[config.mk]
export PLATFORM = sky130hd
export DESIGN_NAME = prog_loader_flat
export DESIGN_NICKNAME = d
export VERILOG_FILES = /design/src/rtl/prog_loader_if.sv /design/src/rtl/prog_loader.sv /design/src/flat_wrapper.sv
export SDC_FILE = /design/constraint.sdc
export NUM_CORES = 1
export LEC_CHECK = 0
export ABC_AREA = 1
export CAP_MARGIN = 20
export CORE_MARGIN = 3
export CORE_UTILIZATION = 40
export CTS_BUF_LIST = sky130_fd_sc_hd__clkbuf_16
export CTS_CLUSTER_SIZE = 8
export DETAILED_ROUTE_END_ITERATION = 6
export DONT_BUFFER_PORTS = 1
export GPL_TIMING_DRIVEN = 0
export PLACE_DENSITY_LB_ADDON = 0.3
export SLEW_MARGIN = 10
export SYNTH_ARGS = -nofsm -noshare
export SYNTH_HDL_FRONTEND = slang
export SYNTH_SLANG_ARGS = --single-unit
[constraint.sdc]
create_clock -name clk -period 5 [get_ports clk]
set_clock_uncertainty 0.2 [all_clocks]
set_input_delay 0.25 -clock clk [delete_from_list [all_inputs] [get_ports clk]]
set_output_delay 0.25 -clock clk [all_outputs]
set_load 0.02 [all_outputs]
[src/rtl/prog_loader_if.sv]
// ============================================================================
// Module      : prog_loader_if
// Description : Bus bundle between a byte-stream host and the program loader:
//               session start, byte handshake, program-memory write port and
//               CPU control/status lines.
// Revision    : 1.0 - initial release
// ============================================================================
`default_nettype none

interface prog_loader_if #(
  parameter int ADR_W = 5
);
  logic             load_req;
  logic             in_valid;
  logic [7:0]       in_data;
  logic             in_ready;
  logic             pm_we;
  logic [ADR_W-1:0] pm_adr;
  logic [15:0]      pm_data;
  logic             cpu_hold;
  logic             done;
  logic             err;

  // Host side: sources the byte stream, observes memory writes and status.
  modport master (
    output load_req, in_valid, in_data,
    input  in_ready, pm_we, pm_adr, pm_data, cpu_hold, done, err
  );

  // Loader side.
  modport slave (
    input  load_req, in_valid, in_data,
    output in_ready, pm_we, pm_adr, pm_data, cpu_hold, done, err
  );
endinterface

`default_nettype wire

[src/rtl/prog_loader.sv]
// ============================================================================
// Module      : prog_loader
// Description : Receives a framed byte stream (count, N hi/lo instruction
//               byte pairs, XOR checksum), writes the words into program
//               memory and holds the CPU in clear until the load succeeds.
// Revision    : 1.0 - initial release
// ============================================================================
`default_nettype none

module prog_loader #(
  parameter int ADR_W = 5
) (
  input  wire logic      clk,
  input  wire logic      clr,
  prog_loader_if.slave   bus
);

  localparam int c_MAX_WORDS = 2**ADR_W;

  typedef enum logic [2:0] {
    S_IDLE  = 3'd0,
    S_COUNT = 3'd1,
    S_HI    = 3'd2,
    S_LO    = 3'd3,
    S_CHECK = 3'd4,
    S_ERR   = 3'd5
  } state_t;

  state_t           r_state;
  state_t           w_next;

  logic             w_ready;
  logic             w_hold;
  logic             w_err;
  logic             w_accept;
  logic             w_cnt_ok;
  logic             w_last_word;
  logic             w_sum_ok;
  logic             w_start;

  logic [ADR_W-1:0] r_idx;
  logic [ADR_W-1:0] r_last;
  logic [7:0]       r_hi;
  logic [7:0]       r_csum;
  logic             r_pm_we;
  logic [ADR_W-1:0] r_pm_adr;
  logic [15:0]      r_pm_data;
  logic             r_done;

  assign w_accept    = bus.in_valid & w_ready;
  // Count byte must lie in 1..2**ADR_W; compared at 32 bits so any ADR_W works.
  assign w_cnt_ok    = (bus.in_data != 8'd0) &&
                       ({24'd0, bus.in_data} <= 32'(c_MAX_WORDS));
  // r_last holds N-1, so the write at that index is the final word.
  assign w_last_word = (r_idx == r_last);
  assign w_sum_ok    = (bus.in_data == r_csum);
  assign w_start     = bus.load_req && ((r_state == S_IDLE) || (r_state == S_ERR));

  // State register.
  always_ff @(posedge clk or negedge clr) begin
    if (!clr) begin
      r_state <= S_IDLE;
    end else begin
      r_state <= w_next;
    end
  end

  // Next-state decode and state-derived outputs.
  always_comb begin
    w_next  = r_state;
    w_ready = 1'b0;
    w_hold  = 1'b0;
    w_err   = 1'b0;
    case (r_state)
      S_IDLE: begin
        if (bus.load_req) w_next = S_COUNT;
      end
      S_COUNT: begin
        w_ready = 1'b1;
        w_hold  = 1'b1;
        if (w_accept) w_next = w_cnt_ok ? S_HI : S_ERR;
      end
      S_HI: begin
        w_ready = 1'b1;
        w_hold  = 1'b1;
        if (w_accept) w_next = S_LO;
      end
      S_LO: begin
        w_ready = 1'b1;
        w_hold  = 1'b1;
        if (w_accept) w_next = w_last_word ? S_CHECK : S_HI;
      end
      S_CHECK: begin
        w_ready = 1'b1;
        w_hold  = 1'b1;
        if (w_accept) w_next = w_sum_ok ? S_IDLE : S_ERR;
      end
      S_ERR: begin
        w_hold = 1'b1;
        w_err  = 1'b1;
        if (bus.load_req) w_next = S_COUNT;
      end
      default: begin
        w_next = S_IDLE;
      end
    endcase
  end

  // Datapath: word index, checksum, high byte capture and the write port.
  always_ff @(posedge clk or negedge clr) begin
    if (!clr) begin
      r_idx     <= '0;
      r_last    <= '0;
      r_hi      <= 8'h00;
      r_csum    <= 8'h00;
      r_pm_we   <= 1'b0;
      r_pm_adr  <= '0;
      r_pm_data <= 16'h0000;
      r_done    <= 1'b0;
    end else begin
      r_pm_we <= 1'b0;
      r_done  <= 1'b0;
      if (w_start) begin
        r_idx  <= '0;
        r_csum <= 8'h00;
      end
      if (w_accept) begin
        case (r_state)
          S_COUNT: begin
            r_csum <= r_csum ^ bus.in_data;
            r_last <= ADR_W'(bus.in_data - 8'd1);
          end
          S_HI: begin
            r_csum <= r_csum ^ bus.in_data;
            r_hi   <= bus.in_data;
          end
          S_LO: begin
            r_csum    <= r_csum ^ bus.in_data;
            r_pm_we   <= 1'b1;
            r_pm_adr  <= r_idx;
            r_pm_data <= {r_hi, bus.in_data};
            r_idx     <= r_idx + 1'b1;
          end
          S_CHECK: begin
            r_done <= w_sum_ok;
          end
          default: begin
          end
        endcase
      end
    end
  end

  assign bus.in_ready = w_ready;
  assign bus.cpu_hold = w_hold;
  assign bus.err      = w_err;
  assign bus.pm_we    = r_pm_we;
  assign bus.pm_adr   = r_pm_adr;
  assign bus.pm_data  = r_pm_data;
  assign bus.done     = r_done;

endmodule

`default_nettype wire

[src/flat_wrapper.sv]
// flat-port wrapper written by rule: the top's interface ports become plain ports
module prog_loader_flat 
#(
  parameter int ADR_W = 5
)
  (clk, clr, bus_load_req, bus_in_valid, bus_in_data, bus_in_ready, bus_pm_we, bus_pm_adr, bus_pm_data, bus_cpu_hold, bus_done, bus_err);
  prog_loader_if #(.ADR_W(ADR_W)) bus_i ();
  input  wire logic clk;
  input  wire logic clr;
  input wire logic [$bits(bus_i.load_req)-1:0] bus_load_req;
  input wire logic [$bits(bus_i.in_valid)-1:0] bus_in_valid;
  input wire logic [$bits(bus_i.in_data)-1:0] bus_in_data;
  output wire logic [$bits(bus_i.in_ready)-1:0] bus_in_ready;
  output wire logic [$bits(bus_i.pm_we)-1:0] bus_pm_we;
  output wire logic [$bits(bus_i.pm_adr)-1:0] bus_pm_adr;
  output wire logic [$bits(bus_i.pm_data)-1:0] bus_pm_data;
  output wire logic [$bits(bus_i.cpu_hold)-1:0] bus_cpu_hold;
  output wire logic [$bits(bus_i.done)-1:0] bus_done;
  output wire logic [$bits(bus_i.err)-1:0] bus_err;
  assign bus_i.load_req = bus_load_req;
  assign bus_i.in_valid = bus_in_valid;
  assign bus_i.in_data = bus_in_data;
  assign bus_in_ready = bus_i.in_ready;
  assign bus_pm_we = bus_i.pm_we;
  assign bus_pm_adr = bus_i.pm_adr;
  assign bus_pm_data = bus_i.pm_data;
  assign bus_cpu_hold = bus_i.cpu_hold;
  assign bus_done = bus_i.done;
  assign bus_err = bus_i.err;
  prog_loader #(.ADR_W(ADR_W)) u_core (.clk(clk), .clr(clr), .bus(bus_i));
endmodule
==> impl_metrics.ini <==
[status]
run_status = complete, no violations

[placed_design]
detailedPlacementHpwl_um = 3760
pre_cts_slack_ns = 3.11
gpl.final_weighted_congestion = 0.817
buffer_ports.inserted = 0

[yosys]
async_reset_ff_share_pct = 100
synth_top_family_by_area = simple AND/OR/NAND/NOR gates
ys.flop_type = dfrtp_1
synth.net_count = 314
synth.top_cell.area_share_pct = 54.2
synth_area_in_xor_xnor_pct = 1.46
synth_simple_gate_area_share_pct = 26.5
ys_seq_area_share_pct = 54.2
post-synth-top-area-cell = dfrtp_1
synth.mux.area_fraction_pct = 0.469
post_synth_fa_ha_maj_area_fraction_pct = 1.56
netlist_top_cells_area = dfrtp_1, nand2_1, inv_1
synth_top_cells_by_count = nand2_1, dfrtp_1, inv_1
ys_ff_latch = 52
synthesis.area_per_instance_sq_um = 8.03
synth_compound_gate_area_share_pct = 8.91
synthesis.area_sq_um = 2400
number_of_unique_standard_cell_types_used_by_synthesis = 22
synth_most_common_cell = nand2_1
ys.warnings.count = 0
netlist_instances = 299
synth_edf_count = 0

[worst_setup_path]
timing.critical_path.slowest_cell_delay_ns = 0.46
ff2ff_setup_slack_ns = 3.07
cp_num_buf_inv = 2
setup.worst_path.end_class = register
worst_path_dominant_cell_family = flip-flops
arrival_worst_endpoint_ns = 1.90
critPathSlowestCell = dfrtp_1
critical_path.startpoint = u_core.r_state[0]
critPathRequiredTime_ns = 4.97
crit_path_cell_trace = o21ai_1 -> nand2_1 -> nor2_1 -> inv_1 -> buf_2 -> nand3_1 -> o21ai_0
regToRegStartpoint = u_core.r_state[0]
worst_setup_path_start_kind = register
criticalPathCategory = register to register
crit_path_max_fanout = 10

[job]
max_cap_viol_count = 0

[cts]
cts_root_buf = clkbuf_16
cts_made_buffers = 5
cts.sinks = 52
worst_setup_hold_path_clk_slew_ns = 0.07
clk_path_buf_depth = 2
cts_htree_levels = 2
cts_tree = built
cts-resized-gates = 0
clock_insertion_delay_worst_skew_ns = 0.29

[global_route]
antenna_violations_before_repair = 0
largest_net_degree_at_the_start_of_global_routing = 53
grt_remaining_overflow = 0
grt_pass1_vias = 1961
grt_pass1_wl_um = 9260
global_route_usage_over_all_layers_pct = 16.1

[power]
vdd_drop_max_uv = 296
p_leak_nw = 1.41
power_density_nw_per_um2 = 568

[floorplanning]
dieWidth_um = 83.5
floorplan.initialDensity_pct = 42.6
fp-row-count = 27
fp.coreArea_sq_um = 5640
ios = 38
floorplan.die_area_sq_um = 6970
floorplan.die.height_um = 83.5

[finish]
fillerInstances = 527
finalCoreUtilization_pct = 49.0
antenna_cells = 0
drive_above_1_share_pct = 6.29
syn2layout_area_growth_pct = 15.1
fin_nets = 332

[routing]
post_drt_wl_per_cell_um = 13.7
drt_iter0_drc = 151
drt_drc_violations_left = 0
vias_per_cell = 4.98
antenna_left = 0
drt-total-wl_um = 5350
number_of_vias_in_the_routed_layout = 1944
detailedRoute.firstPassIterationCount = 4

[timing]
rsz_0062_raised_after_global_routing = no
min_period_over_period_pct = 38.7
fmax_mhz = 517
final.setup.tns_ns = 0
worst_slack_ns = 3.07
slew_headroom_pct = 73.1
hold_viol_final = 0
transition_time_at_the_pin_with_the_least_slew_margin_ns = 0.402
final.min_clock_period_ns = 1.93
timing.final.setup_violations = 0
timing_max_transition_violations_final = 0

[hold_path]
hp-class = input pin to register
worst_hold_startpoint = bus_in_data[3]
-- repair_timing --
item / in CTS / in global routing
hold buffers: 11 / 0
hold endpoints to repair: 68 / 0
buffers inserted: 0 / 0
-- final cells by class --
class | count | area (sq um) | share of cell area [%]
Buffer | 7 | 35.0 | 1.27
Clock buffer | 5 | 125 | 4.53
Clock inverter | 3 | 20.0 | 0.724
Inverter | 35 | 131 | 4.75
Multi-Input combinational cell | 205 | 933 | 33.8
Sequential cell | 52 | 1300 | 47.1
Tap cell | 72 | 90.1 | 3.26
Timing Repair Buffer | 11 | 128 | 4.62
-- path summary, 6_finish.rpt --
path	to	depth (start not counted)
setup / recovery	u_core.r_csum[1]	7
max in group asynchronous	u_core.r_csum[6]	2
setup reg to reg	u_core.r_csum[1]	7
min in group asynchronous	u_core.bus.pm_data[14]	2
hold / removal	u_core.bus.pm_data[3]	2
hold reg to reg	u_core.r_hi[2]	2
-- flip-flops by register name, indices dropped and copies added, names as in the netlist --
name / flops
u_core.bus.done: 1
u_core.r_csum: 8
u_core.bus.pm_we: 1
u_core.r_hi: 8
u_core.r_idx: 5
u_core.r_state: 3
u_core.r_last: 5
u_core.bus.pm_data: 16
u_core.bus.pm_adr: 5
-- cells in the final DEF (no fill, tap or decap) --
master and n:
clkinv_4 1, nand3_1 15, o22ai_1 1, buf_2 7, nand3b_1 1, a21oi_1 5, dlygate4sd3_1 10, xor2_1 2
inv_1 34, nand2_2 1, mux2_2 1, nor3_1 1, ha_1 3, o21ai_0 21, o31ai_1 1, clkinvlp_4 1
xnor2_1 2, buf_16 1, clkbuf_16 5, nor3_4 1, nor4_1 2, nor2_1 17, o21ai_1 14, nand2_1 113
dfrtp_1 52, inv_2 2, nand4_1 4
-- kinds of logic (layout without fill, tap and decap cells) --
logic type	count (synthesis)	after routing
AND/OR/NAND/NOR	155	155
flip-flops	52	52
AO/OA/AOI/OAI	42	42
buffers and inverters	42	61
XOR/XNOR	4	4
adder cells (fa/ha/maj)	3	3
multiplexers	1	1
-- layer usage --
metal	global-route usage [%]	routed length (um)
met3	4.24	255
met4	4.68	54
met2	26.3	2490
met5	0	0
met1	21.1	2550
-- power by group --
group          total (W)  leakage [nW]  internal, W  switching, W
sequential      0.000767         0.679     0.000572      0.000195
clock           0.000336        0.0712     0.000185      0.000151
combinational   0.000467         0.660     0.000164      0.000303
total            0.00157          1.41     0.000921      0.000649
-- metrics by stage --
stage,power (W),std cells,hold WS (ns),instance area (sq um)
finish,0.00157,390,0.00335,2760
global route,0.00170,390,0.0106,2760
CTS,0.00158,390,0.00493,2760
detailed placement,0.00122,371,-0.244,2490
global placement,0.00120,371,-0.244,2490
floorplan,0.00111,299,-0.246,2400
No activity file was read; power rests on OpenSTA's default activity.
